[config.mk]
export PLATFORM = sky130hd
export DESIGN_NAME = pointer_sequencer
export DESIGN_NICKNAME = d
export VERILOG_FILES = /design/src/rtl/pointer_sequencer.sv
export SDC_FILE = /design/constraint.sdc
export NUM_CORES = 1
export LEC_CHECK = 0
export CORE_MARGIN = 2
export CORE_UTILIZATION = 39
export CTS_CLUSTER_DIAMETER = 100
export CTS_CLUSTER_SIZE = 12
export DETAILED_ROUTE_END_ITERATION = 6
export PLACE_DENSITY = 0.7
export SKIP_CTS_REPAIR_TIMING = 1
export SYNTH_ARGS = -nofsm -noshare
export SYNTH_HDL_FRONTEND = slang
export SYNTH_SLANG_ARGS = --single-unit
[constraint.sdc]
create_clock -name clk -period 1.8 [get_ports clk]
set_clock_uncertainty 0.1 [all_clocks]
set_input_delay 0.36 -clock clk [delete_from_list [all_inputs] [get_ports clk]]
set_output_delay 0.36 -clock clk [all_outputs]
set_load 0.02 [all_outputs]
[src/rtl/pointer_sequencer.sv]
// pointer_sequencer: fetch/execute control for the IP/DP pointer pair with a load/store accumulator.
// Define POINTER_SEQUENCER_ILLEGAL_TRAP_EN to halt on undefined opcodes instead of treating them as NOP.
module pointer_sequencer #(
    parameter logic [7:0] HLT_OPCODE = 8'hFF
) (
    input  logic       clk,
    input  logic       rst,
    input  logic       ready,
    input  logic [7:0] mem_di,
    output logic       oe_addr_ip,
    output logic       oe_addr_dp,
    output logic       oe_dl,
    output logic       oe_dh,
    output logic       cnt,
    output logic       we_l,
    output logic       we_h,
    output logic       selector,
    output logic       mem_we_n,
    output logic       acc_oe_n,
    output logic [7:0] acc,
    output logic [7:0] opcode,
    output logic       halted
);
    typedef enum logic [1:0] {FETCH, EXEC, EXEC2, HALT} state_t;
    state_t     state_q, state_d;
    logic [7:0] opcode_q, opcode_d, acc_q, acc_d;
    logic       selector_q, selector_d;
    logic       ip_n, dp_n, cnt_c, wl_n, wh_n, mw_n, ao_n;
    always_ff @(posedge clk or posedge rst) begin
        if (rst) begin
            state_q    <= FETCH;
            opcode_q   <= 8'h00;
            acc_q      <= 8'h00;
            selector_q <= 1'b0;
        end else begin
            state_q    <= state_d;
            opcode_q   <= opcode_d;
            acc_q      <= acc_d;
            selector_q <= selector_d;
        end
    end
    always_comb begin
        state_d    = state_q;
        opcode_d   = opcode_q;
        acc_d      = acc_q;
        selector_d = selector_q;
        ip_n       = 1'b1;
        dp_n       = 1'b1;
        cnt_c      = 1'b0;
        wl_n       = 1'b1;
        wh_n       = 1'b1;
        mw_n       = 1'b1;
        ao_n       = 1'b1;
        case (state_q)
            FETCH: begin
                ip_n  = 1'b0;
                cnt_c = 1'b1;
                if (ready) begin
                    opcode_d = mem_di;
                    state_d  = (mem_di == HLT_OPCODE) ? HALT : EXEC;
                end
            end
            EXEC: begin
                if (ready) state_d = FETCH;
                case (opcode_q)
                    8'h01: if (ready) selector_d = !selector_q;
                    8'h02: begin
                        ip_n  = 1'b0;
                        wl_n  = 1'b0;
                        cnt_c = 1'b1;
                        if (ready) state_d = EXEC2;
                    end
                    8'h03: begin
                        dp_n = 1'b0;
                        if (ready) acc_d = mem_di;
                    end
                    8'h04: begin
                        dp_n = 1'b0;
                        ao_n = 1'b0;
                        mw_n = 1'b0;
                    end
                    default: ;
                endcase
`ifdef POINTER_SEQUENCER_ILLEGAL_TRAP_EN
                if (ready && opcode_q > 8'h04) state_d = HALT;
`endif
            end
            EXEC2: begin
                ip_n  = 1'b0;
                wh_n  = 1'b0;
                cnt_c = 1'b1;
                if (ready) state_d = FETCH;
            end
            default: ;
        endcase
    end
    // Address enables stay asserted through wait states; edge-acting strobes are masked until ready.
    assign oe_addr_ip = ip_n | rst;
    assign oe_addr_dp = dp_n | rst;
    assign oe_dl      = 1'b1;
    assign oe_dh      = 1'b1;
    assign cnt        = cnt_c & ready & !rst;
    assign we_l       = wl_n | !ready | rst;
    assign we_h       = wh_n | !ready | rst;
    assign mem_we_n   = mw_n | !ready | rst;
    assign acc_oe_n   = ao_n | rst;
    assign selector   = selector_q;
    assign acc        = acc_q;
    assign opcode     = opcode_q;
    assign halted     = (state_q == HALT) && !rst;
endmodule

==> results of run 1 <==
-- worst register-to-register path, stage by stage, from the launching register on --
cell and delay, ns:
dfrtp_2 0.45, or4_4 0.57, buf_4 0.16, buf_6 0.12, nor3_4 0.22, buf_12 0.16, mux2_4 0.30
-- path summary, 6_finish.rpt --
check	slack, ns	cells after the start	from	end
max	-0.44	4	opcode[4]$_DFFE_PP0P_	oe_addr_dp
min	0.37	1	selector$_DFFE_PP0P_	selector$_DFFE_PP0P_
max reg2reg	-0.39	6	opcode[4]$_DFFE_PP0P_	acc[3]$_DFFE_PP0P_
min reg2reg	0.37	1	selector$_DFFE_PP0P_	selector$_DFFE_PP0P_
max in group asynchronous	0.87	4	rst	opcode[5]$_DFFE_PP0P_
min in group asynchronous	0.51	4	rst	acc[7]$_DFFE_PP0P_
-- registers in the layout (all words and copies together) (netlist names) --
signal    flops
opcode        8
state_q       2
acc           8
selector      1
-- cell usage after synthesis, drive strengths merged --
| cell | count |
|---|---|
| inv | 4 |
| buf | 2 |
| ha | 5 |
| dfrtp | 19 |
| or4b | 3 |
| nand2b | 1 |
| or2 | 2 |
| a21oi | 1 |
| nand3 | 2 |
| nor2b | 2 |
| xor2 | 1 |
| nor4b | 1 |
| a211oi | 1 |
| and3 | 1 |
| and4b | 1 |
| conb | 1 |
| a21o | 2 |
| nand4bb | 1 |
| nor4 | 1 |
| nand2 | 6 |
| nor2 | 4 |
| nand4 | 1 |
| mux2 | 16 |
| o21ai | 2 |
| and4 | 2 |
| nor3 | 2 |
| or4 | 1 |
-- routing by layer --
layer,vias to the layer above,track usage,routed length [um]
met1,438,0.234,1180
met3,2,0.0234,108
met4,0,0.0627,14
met5,-,0,0
met2,31,0.311,1500
li1,432,-,-
-- power by group through the flow --
stage	Combinational [uW]	Clock [uW]	Sequential, uW
after floorplan	475	0	874
after global placement	1410	0	685
after detailed placement	1440	0	701
after CTS	1450	226	693
after global routing	1750	238	751
final	1640	215	733
-- final cells by class --
class	instances	area, sq um	area share
clock buffer	3	22.5	0.0122
tap	30	37.5	0.0204
sequential	19	479	0.261
inverter	4	15.0	0.00816
timing repair buffer	62	619	0.337
clock inverter	1	5.00	0.00272
multi-input combinational	61	661	0.359
-- metrics by stage --
stage | setup WS (ns) | utilization | instance area [sq um]
2_1_floorplan | -0.157 | - | 1060
3_3_place_gp | -0.512 | 0.654 | 1640
3_5_place_dp | -0.600 | 0.654 | 1640
4_1_cts | -0.954 | 0.665 | 1660
5_1_grt | -0.486 | 0.736 | 1840
6_report | -0.439 | 0.736 | 1840
-- kinds of logic (layout without fill, tap and decap cells) --
group,after synthesis,in the layout,share of synthesized area
other,1,2,0.00362
and+or+nand+nor,31,31,0.200
AOI/OAI and AO/OA,6,6,0.0362
muxes,16,16,0.203
adders and majority gates,5,5,0.0604
xor gates and xnor gates,1,1,0.00846
buffers and inverters,6,70,0.0290
DFF,19,19,0.459
==> metrics.md, run 1 <==
| Metric | Value |
|---|---|
| Worst hold path type | `flip-flop to flip-flop` |
| Post-Synthesis Cells | `85` |
| Vias per cell | `about 5` |
| Setup-failing EPs final | `16` |
| Diode count | `0` |
| Commonest non-fill, non-tap cell in the layout | `buf_4` |
| Switching share of total power | `0.384` |
| Internal power | `1590 uW` |
| Worst hold margin | `0.375 ns` |
| Worst setup margin | `-0.439 ns` |
| Non-Filler Instances | `180` |
| Final Hold Viols | `0` |
| Remaining antenna violation count after routing | `0` |
| Largest net degree at the start of global routing | `20` |
| CTS buffer count | `3` |
| Pwr/cell area | `1400 mW/mm^2` |
| Share of cells above drive strength 1 | `0.527` |
| Cell Rows | `18` |
| Yosys top cell area share | `0.459` |
| Die W | `roughly 56 um` |
| Combinational power share | `0.633` |
| Initial antenna violation count | `0` |
| Clock root buffer | `clkbuf_4` |
| Largest area contributor in the netlist | `dfrtp_1` |
| Starting Density | `0.414` |
| Sw power | `992 uW` |
| Vias in the first global route | `952` |
| Most frequent cells in the layout | `buf_4 (21), clkdlybuf4s50_1 (18), dfrtp_1 (16)` |
| Skew-Pair Late Insertion Delay | `0.29 ns` |
| VDD IR-drop max | `~0.81 mV` |
| Setup crit start kind | `flip-flop` |
| Failing checks | `negative setup slack` |
| Crit Path Max Fanout | `3` |
| Nets | `167` |
| Yosys cell types | `30` |
| Via count | `903` |
| Remaining Overflow, GRT | `0` |
| IO Count | `38` |
| Synth area leaders | `dfrtp_1 (46%), mux2_4 (12%), mux2_2 (8.7%)` |
| Clk buf depth | `2` |
| Worst-path cell chain | `or4_4 -> nor4b_4 -> o21ai_1 -> buf_2` |
| Crit path kind | `flip-flop to output port` |
| Max Clock Freq | `447 MHz` |
| First-pass DRT Iterations | `4` |
| Register clock-pin slew on the reported worst setup and hold paths | `0.11 ns` |
| # fillers | `around 170` |
| Pwr Total | `2580 uW` |
| Slew Limit Fails | `0` |
| Critical Path AT | `around 1.8 ns` |
| Sequential-to-total area share from yosys stat | `0.459` |
| CTS Sinks | `19` |
| H-tree levels | `1` |
| Core area | `0.00250 sq mm` |
| Routability Congestion | `0.795` |
| Max-cap violations | `0` |
| RSZ-0062 raised after global routing | `yes` |
| I/O Buffers | `35` |
| Static leakage | `0.000902 uW` |
| First-pass GRT wire length | `between 4 and 5 mm` |
| Status | `finished with violations` |
| Reg power frac | `0.284` |
| Die ar. | `0.00308 sq mm` |
| Mapped Area | `0.00104 sq mm` |
| Total Routed Length | `roughly 2.8 mm` |
| Avg Cell Area, Syn | `12.2 sq um` |
| Area grow syn2layout | `77.5%` |
| Slowest cell on crit path | `or4_4` |
| Worst EP required | `between 1 and 1.5 ns` |
| Placed Cells | `roughly 170` |
| Dpl hpwl | `2.10 mm` |
| Crit path max-delay family | `simple AND/OR/NAND/NOR gates` |
| CP endpoint kind | `output port` |
| All-Layer GR Usage | `0.182` |
| Routed length per instance | `around 16 um` |
| Die H | `roughly 56 um` |
| Final worst-path cycle share | `1.24` |
| Post-route DRC | `0` |
| #FFs+latches synth | `19` |
| Worst path bufs/invs | `1` |
| CTS tree | `built` |
| Crit path largest cell delay | `0.57 ns` |
| Sum Neg Setup Slack | `-5.27 ns` |
| Synth warn | `0` |
| Final min period | `2.24 ns` |
| Clock Power Share | `0.083` |
| Initial DRC Count | `18` |
(Power assumes the default switching activity.)
==> run 2: changes to the inputs <==
Settings changed: REMOVE_ABC_BUFFERS set to 1.
==> run 2 against run 1 <==
Effect of this change: the flow still finishes with violations (negative setup slack); sequential share of layout area grew 0.98 points; setup slack gained 0.063 ns; combinational power shrank 4%; via count shrank 2.8%; non-clock buffer count shrank 1; critical path depth is the same; total power shrank 3.6%; hold slack gained 0.0052 ns; sequential cell count is the same; critical path type unchanged; largest power group unchanged.
==> metrics.md, run 2 (synthesis results as in run 1) <==
| Metric | Value |
|---|---|
| Status | `finished with violations (unchanged)` |
| Failing checks | `negative setup slack (unchanged)` |
| Final min period | `2.18 ns (was 2.24 ns)` |
| First-pass DRT Iterations | `3 (was 4)` |
| Commonest non-fill, non-tap cell in the layout | `buf_4 (unchanged)` |
| Share of cells above drive strength 1 | `0.483 (was 0.527)` |
| Crit Path Max Fanout | `3 (unchanged)` |
| Multi-input logic area | `618 sq um (was 661 sq um)` |
| First-pass GRT wire length | `4.07 mm (was 4.37 mm)` |
| Final worst-path cycle share | `1.21 (was 1.24)` |
| VDD IR-drop max | `0.938 mV (was 0.808 mV)` |
| Static leakage | `0.000856 uW (was 0.000902 uW)` |
| Remaining antenna violation count after routing | `0 (unchanged)` |
| Dpl hpwl | `1.91 mm (was 2.10 mm)` |
| Die ar. | `0.00308 sq mm (unchanged)` |
| Slew Limit Fails | `0 (unchanged)` |
| Worst path bufs/invs | `1 (unchanged)` |
| Slowest cell on crit path | `or4_4 (unchanged)` |
| Critical Path AT | `1.72 ns (was 1.78 ns)` |
| Worst EP required | `1.34 ns (about the same)` |
| Crit path largest cell delay | `0.56 ns (was 0.57 ns)` |
| Most frequent cells in the layout | `buf_4 (22), clkdlybuf4s50_1 (20), dfrtp_1 (17) (was buf_4 (21), clkdlybuf4s50_1 (18), dfrtp_1 (16))` |
| Clock root buffer | `clkbuf_4 (unchanged)` |
| Total Routed Length | `2.59 mm (was 2.80 mm)` |
| Final Hold Viols | `0 (unchanged)` |
| Die H | `55.5 um (unchanged)` |
| Reg2reg start | `opcode[4]$_DFFE_PP0P_ (unchanged)` |
| # fillers | `182 (was 165)` |
| Nets | `166 (was 167)` |
| CP endpoint kind | `output port (unchanged)` |
| Cell Rows | `18 (unchanged)` |
| CTS Sinks | `19 (unchanged)` |
| Clk buf depth | `2 (unchanged)` |
| Core area | `0.00250 sq mm (unchanged)` |
| Vias per cell | `4.91 (was 5.02)` |
| RSZ-0062 raised after global routing | `yes (unchanged)` |
| Hold Path Sink | `selector$_DFFE_PP0P_ (unchanged)` |
| Setup-failing EPs final | `16 (unchanged)` |
| Max Clock Freq | `460 MHz (was 447 MHz)` |
| Largest net degree at the start of global routing | `20 (unchanged)` |
| Worst hold margin | `0.380 ns (was 0.375 ns)` |
| Max-cap violations | `0 (unchanged)` |
| Diode count | `0 (unchanged)` |
| R2r endpoint | `acc[4]$_DFFE_PP0P_ (was acc[3]$_DFFE_PP0P_)` |
| Crit path max-delay family | `simple AND/OR/NAND/NOR gates (unchanged)` |
| All-Layer GR Usage | `0.166 (was 0.182)` |
| Crit path kind | `flip-flop to output port (unchanged)` |
| Worst setup margin | `-0.375 ns (was -0.439 ns)` |
| Seq. cell area | `478 sq um (was 479 sq um)` |
| Post-route DRC | `0 (unchanged)` |
| R2R setup slack | `-0.21 ns (was -0.39 ns)` |
| Remaining Overflow, GRT | `0 (unchanged)` |
| Die W | `55.5 um (unchanged)` |
| CTS buffer count | `3 (unchanged)` |
| Vias in the first global route | `879 (was 952)` |
| Starting Density | `0.414 (unchanged)` |
| IO Count | `38 (unchanged)` |
| Pwr Total | `2490 uW (was 2580 uW)` |
| Register clock-pin slew on the reported worst setup and hold paths | `0.10 ns (was 0.11 ns)` |
| Worst-path cell chain | `or4_4 -> nor4b_2 -> o21ai_1 -> clkbuf_2 (was or4_4 -> nor4b_4 -> o21ai_1 -> buf_2)` |
| H-tree levels | `1 (unchanged)` |
| Worst Reg2Reg Path Length in Cells | `5 (was 6)` |
| Setup crit start kind | `flip-flop (unchanged)` |
| Routability Congestion | `0.795 (about the same)` |
| Routed length per instance | `14.5 um (was 15.6 um)` |
| Skew-Pair Late Insertion Delay | `0.29 ns (about the same)` |
| Pwr/cell area | `1410 mW/mm^2 (was 1400 mW/mm^2)` |
| Initial DRC Count | `6 (was 18)` |
| Initial antenna violation count | `0 (unchanged)` |
| I/O Buffers | `35 (unchanged)` |
| Worst hold path type | `flip-flop to flip-flop (unchanged)` |
| Via count | `878 (was 903)` |
| Area grow syn2layout | `70.7% (was 77.5%)` |
| Hold Crit Start | `selector$_DFFE_PP0P_ (unchanged)` |
| Final core occ | `0.707 (was 0.736)` |
| Pre-CTS setup slack | `-0.541 ns (was -0.600 ns)` |
| CTS tree | `built (unchanged)` |
| Hold Crit Depth | `1 (unchanged)` |
-- run 2: routing by layer --
metal / global-route usage / routed length [um] / vias up / part of all wire
li1: - / - / 432 / -
met1: 0.222 / 1180 / 415 / 0.46
met2: 0.265 / 1250 / 31 / 0.48
met3: 0.0515 / 165 / 0 / 0.064
met4: 0.0314 / 0 / 0 / 0
met5: 0 / 0 / - / 0
-- run 2: layout make-up --
cell class / instances / share of cell area
Sequential cell: 19 / 0.270
Multi-Input combinational cell: 61 / 0.350
Inverter: 4 / 0.00849
Clock buffer: 4 / 0.0149
Timing Repair Buffer: 61 / 0.335
Tap cell: 30 / 0.0212
-- run 2: worst max path at each step --
stage,start,end,slack [ns],cells after the start
4_1_cts,state_q[1]$_DFFE_PP0P_,cnt,-0.87,6
3_3_place_gp,state_q[1]$_DFFE_PP0P_,cnt,-0.47,6
5_1_grt,opcode[4]$_DFFE_PP0P_,oe_addr_dp,-0.46,4
2_1_floorplan,opcode[4]$_DFFE_PP0P_,acc[0]$_DFFE_PP0P_,-0.23,3
6_report,opcode[4]$_DFFE_PP0P_,oe_addr_dp,-0.38,4
3_5_place_dp,state_q[1]$_DFFE_PP0P_,cnt,-0.54,6
-- run 2: where the power goes --
group          switching (uW)  internal [uW]
Sequential                140            577
Clock                     122           86.1
Combinational             668            898
Total                     930           1560
-- run 2: worst register-to-register path, cell delays in order, from the launching register on --
cell,delay (ns)
dfrtp_1,0.42
or4_4,0.56
buf_4,0.17
nor3_4,0.20
buf_12,0.16
mux2_4,0.30
-- run 2: stage by stage --
step	instance area (sq um)	std cells	TNS, ns
global placement	1620	173	-5.27
CTS	1640	177	-7.70
finish	1770	179	-3.46
detailed placement	1620	173	-5.65
global route	1770	179	-4.54
floorplan	1020	84	-2.20
==> run 3: changes to the inputs <==
Settings changed: CORE_MARGIN 2 to unset, PLACE_DENSITY 0.7 to 0.76.
==> run 3 against run 2 <==
Effect of this change: the flow still finishes with violations (negative setup slack); die area decreased by 7.1%; critical path depth unchanged; cell count increased by 1.1%; fmax decreased by 1.3%; critical endpoint unchanged; non-clock buffer count increased by 2; clock power increased by 2%.
==> metrics.md, run 3 (synthesis results as in run 1) <==
| Metric | Value |
|---|---|
| Clock Power Share | `0.085 (was 0.083)` |
| Routed length per instance | `14.3 um (was 14.5 um)` |
| Worst hold path type | `flip-flop to flip-flop (unchanged)` |
| Via count | `915 (was 878)` |
| Die H | `53.5 um (was 55.5 um)` |
| Internal power | `1580 uW (was 1560 uW)` |
| Pre-CTS setup slack | `-0.550 ns (was -0.541 ns)` |
| CTS tree | `built (unchanged)` |
| Worst setup margin | `-0.404 ns (was -0.375 ns)` |
| Clk buf depth | `2 (unchanged)` |
| Sw power | `935 uW (was 930 uW)` |
| DP Area | `0.00163 sq mm (was 0.00162 sq mm)` |
| All-Layer GR Usage | `0.191 (was 0.166)` |
| CTS Sinks | `19 (unchanged)` |
| Final min period | `2.20 ns (was 2.18 ns)` |
| R2R setup slack | `-0.34 ns (was -0.21 ns)` |
| Largest net degree at the start of global routing | `20 (unchanged)` |
| Final Hold Viols | `0 (unchanged)` |
| Critical Path AT | `1.74 ns (was 1.72 ns)` |
| Initial DRC Count | `8 (was 6)` |
| VDD IR-drop max | `0.979 mV (was 0.938 mV)` |
| Initial antenna violation count | `0 (unchanged)` |
| Crit Path Max Fanout | `3 (unchanged)` |
| First-pass GRT wire length | `3.80 mm (was 4.07 mm)` |
| Core area | `0.00250 sq mm (unchanged)` |
| Worst EP required | `1.34 ns (about the same)` |
| Design area | `0.00180 sq mm (was 0.00177 sq mm)` |
| Remaining antenna violation count after routing | `0 (unchanged)` |
| IO Count | `38 (unchanged)` |
| Die ar. | `0.00287 sq mm (was 0.00308 sq mm)` |
| Status | `finished with violations (unchanged)` |
| RSZ-0062 raised after global routing | `yes (unchanged)` |
| Worst Reg2Reg Path Length in Cells | `6 (was 5)` |
| Hold Crit Start | `selector$_DFFE_PP0P_ (unchanged)` |
| Switching share of total power | `0.372 (was 0.373)` |
| Share of cells above drive strength 1 | `0.503 (was 0.483)` |
| Setup crit start kind | `flip-flop (unchanged)` |
| Cell Rows | `18 (unchanged)` |
| Clock root buffer | `clkbuf_4 (unchanged)` |
| Final worst-path cycle share | `1.22 (was 1.21)` |
| H-tree levels | `1 (unchanged)` |
| Hold Crit Depth | `1 (unchanged)` |
| Skew-Pair Late Insertion Delay | `0.30 ns (was 0.29 ns)` |
| Crit path kind | `flip-flop to output port (unchanged)` |
| Static leakage | `0.000885 uW (was 0.000856 uW)` |
| R2r endpoint | `acc[4]$_DFFE_PP0P_ (unchanged)` |
| Total Routed Length | `2.60 mm (was 2.59 mm)` |
| Pwr/cell area | `1390 mW/mm^2 (was 1410 mW/mm^2)` |
| Register clock-pin slew on the reported worst setup and hold paths | `0.10 ns (about the same)` |
| Commonest non-fill, non-tap cell in the layout | `buf_4 (unchanged)` |
| Routability Congestion | `0.895 (was 0.795)` |
| CP endpoint kind | `output port (unchanged)` |
| Vias per cell | `5.06 (was 4.91)` |
| Setup-failing EPs final | `18 (was 16)` |
| Area grow syn2layout | `73.9% (was 70.7%)` |
| Reg2reg start | `opcode[4]$_DFFE_PP0P_ (unchanged)` |
| Max-cap violations | `0 (unchanged)` |
| Most frequent cells in the layout | `buf_4 (22), dfrtp_1 (19), clkdlybuf4s50_1 (19) (was buf_4 (22), clkdlybuf4s50_1 (20), dfrtp_1 (17))` |
| Remaining Overflow, GRT | `0 (unchanged)` |
| Combinational power share | `0.639 (was 0.628)` |
| Slew Limit Fails | `0 (unchanged)` |
| First-pass DRT Iterations | `4 (was 3)` |
| Reg power frac | `0.277 (was 0.288)` |
| Nets | `168 (was 166)` |
| Hold Path Sink | `selector$_DFFE_PP0P_ (unchanged)` |
| Failing checks | `negative setup slack (unchanged)` |
| Vias in the first global route | `871 (was 879)` |
| Post-route DRC | `0 (unchanged)` |
| Max Clock Freq | `454 MHz (was 460 MHz)` |
| Diode count | `0 (unchanged)` |
| Starting Density | `0.414 (unchanged)` |
| Die W | `53.5 um (was 55.5 um)` |
| Pwr Total | `2510 uW (was 2490 uW)` |
| Dpl hpwl | `1.90 mm (was 1.91 mm)` |
| CTS buffer count | `3 (unchanged)` |
| I/O Buffers | `35 (unchanged)` |
==> run 3: critical path: stages, from the launching register on <==
cell     delay, ns
dfrtp_1       0.41
or4_4         0.57
nor4b_4       0.22
o21ai_1       0.08
buf_2         0.16
==> run 3: worst max path at each step <==
| stage | slack (ns) | startpoint | end |
|---|---|---|---|
| 6_report | -0.40 | opcode[4]$_DFFE_PP0P_ | oe_addr_dp |
| 5_1_grt | -0.51 | opcode[6]$_DFFE_PP0P_ | cnt |
| 4_1_cts | -0.89 | opcode[4]$_DFFE_PP0P_ | cnt |
| 3_5_place_dp | -0.55 | opcode[4]$_DFFE_PP0P_ | cnt |
| 3_3_place_gp | -0.51 | opcode[4]$_DFFE_PP0P_ | oe_addr_dp |
| 2_1_floorplan | -0.23 | opcode[4]$_DFFE_PP0P_ | acc[0]$_DFFE_PP0P_ |
==> run 3: through the flow <==
step | TNS, ns | hold slack [ns] | std cells | utilization
after floorplan | -2.20 | 0.220 | 84 | -
after global placement | -5.10 | 0.361 | 174 | 0.650
after detailed placement | -5.61 | 0.356 | 174 | 0.650
after CTS | -7.85 | 0.374 | 178 | 0.661
after global routing | -6.27 | 0.398 | 181 | 0.721
final | -5.02 | 0.371 | 181 | 0.721
==> run 3: power groups by stage <==
stage / clock, uW / combinational (uW) / sequential [uW]
2_1_floorplan: 0 / 450 / 867
3_3_place_gp: 0 / 1370 / 683
3_5_place_dp: 0 / 1420 / 686
4_1_cts: 219 / 1430 / 680
5_1_grt: 233 / 1720 / 718
6_report: 213 / 1600 / 695
==> run 3: layout make-up <==
type                    instances  area [sq um]
fillers                       172           698
repair buffers                 63           624
multi-input cells              61           622
flip-flops and latches         19           475
well taps                      30          37.5
clock buffers                   3          22.5
inverters                       4          15.0
clock inverters                 1          5.00
==> run 3: per-layer routing <==
layer / wire length (um) / track usage / vias up
met5: 0 / 0 / -
met4: 68 / 0.0921 / 0
met3: 120 / 0.0226 / 7
met2: 1280 / 0.317 / 37
met1: 1130 / 0.246 / 435
li1: - / - / 436
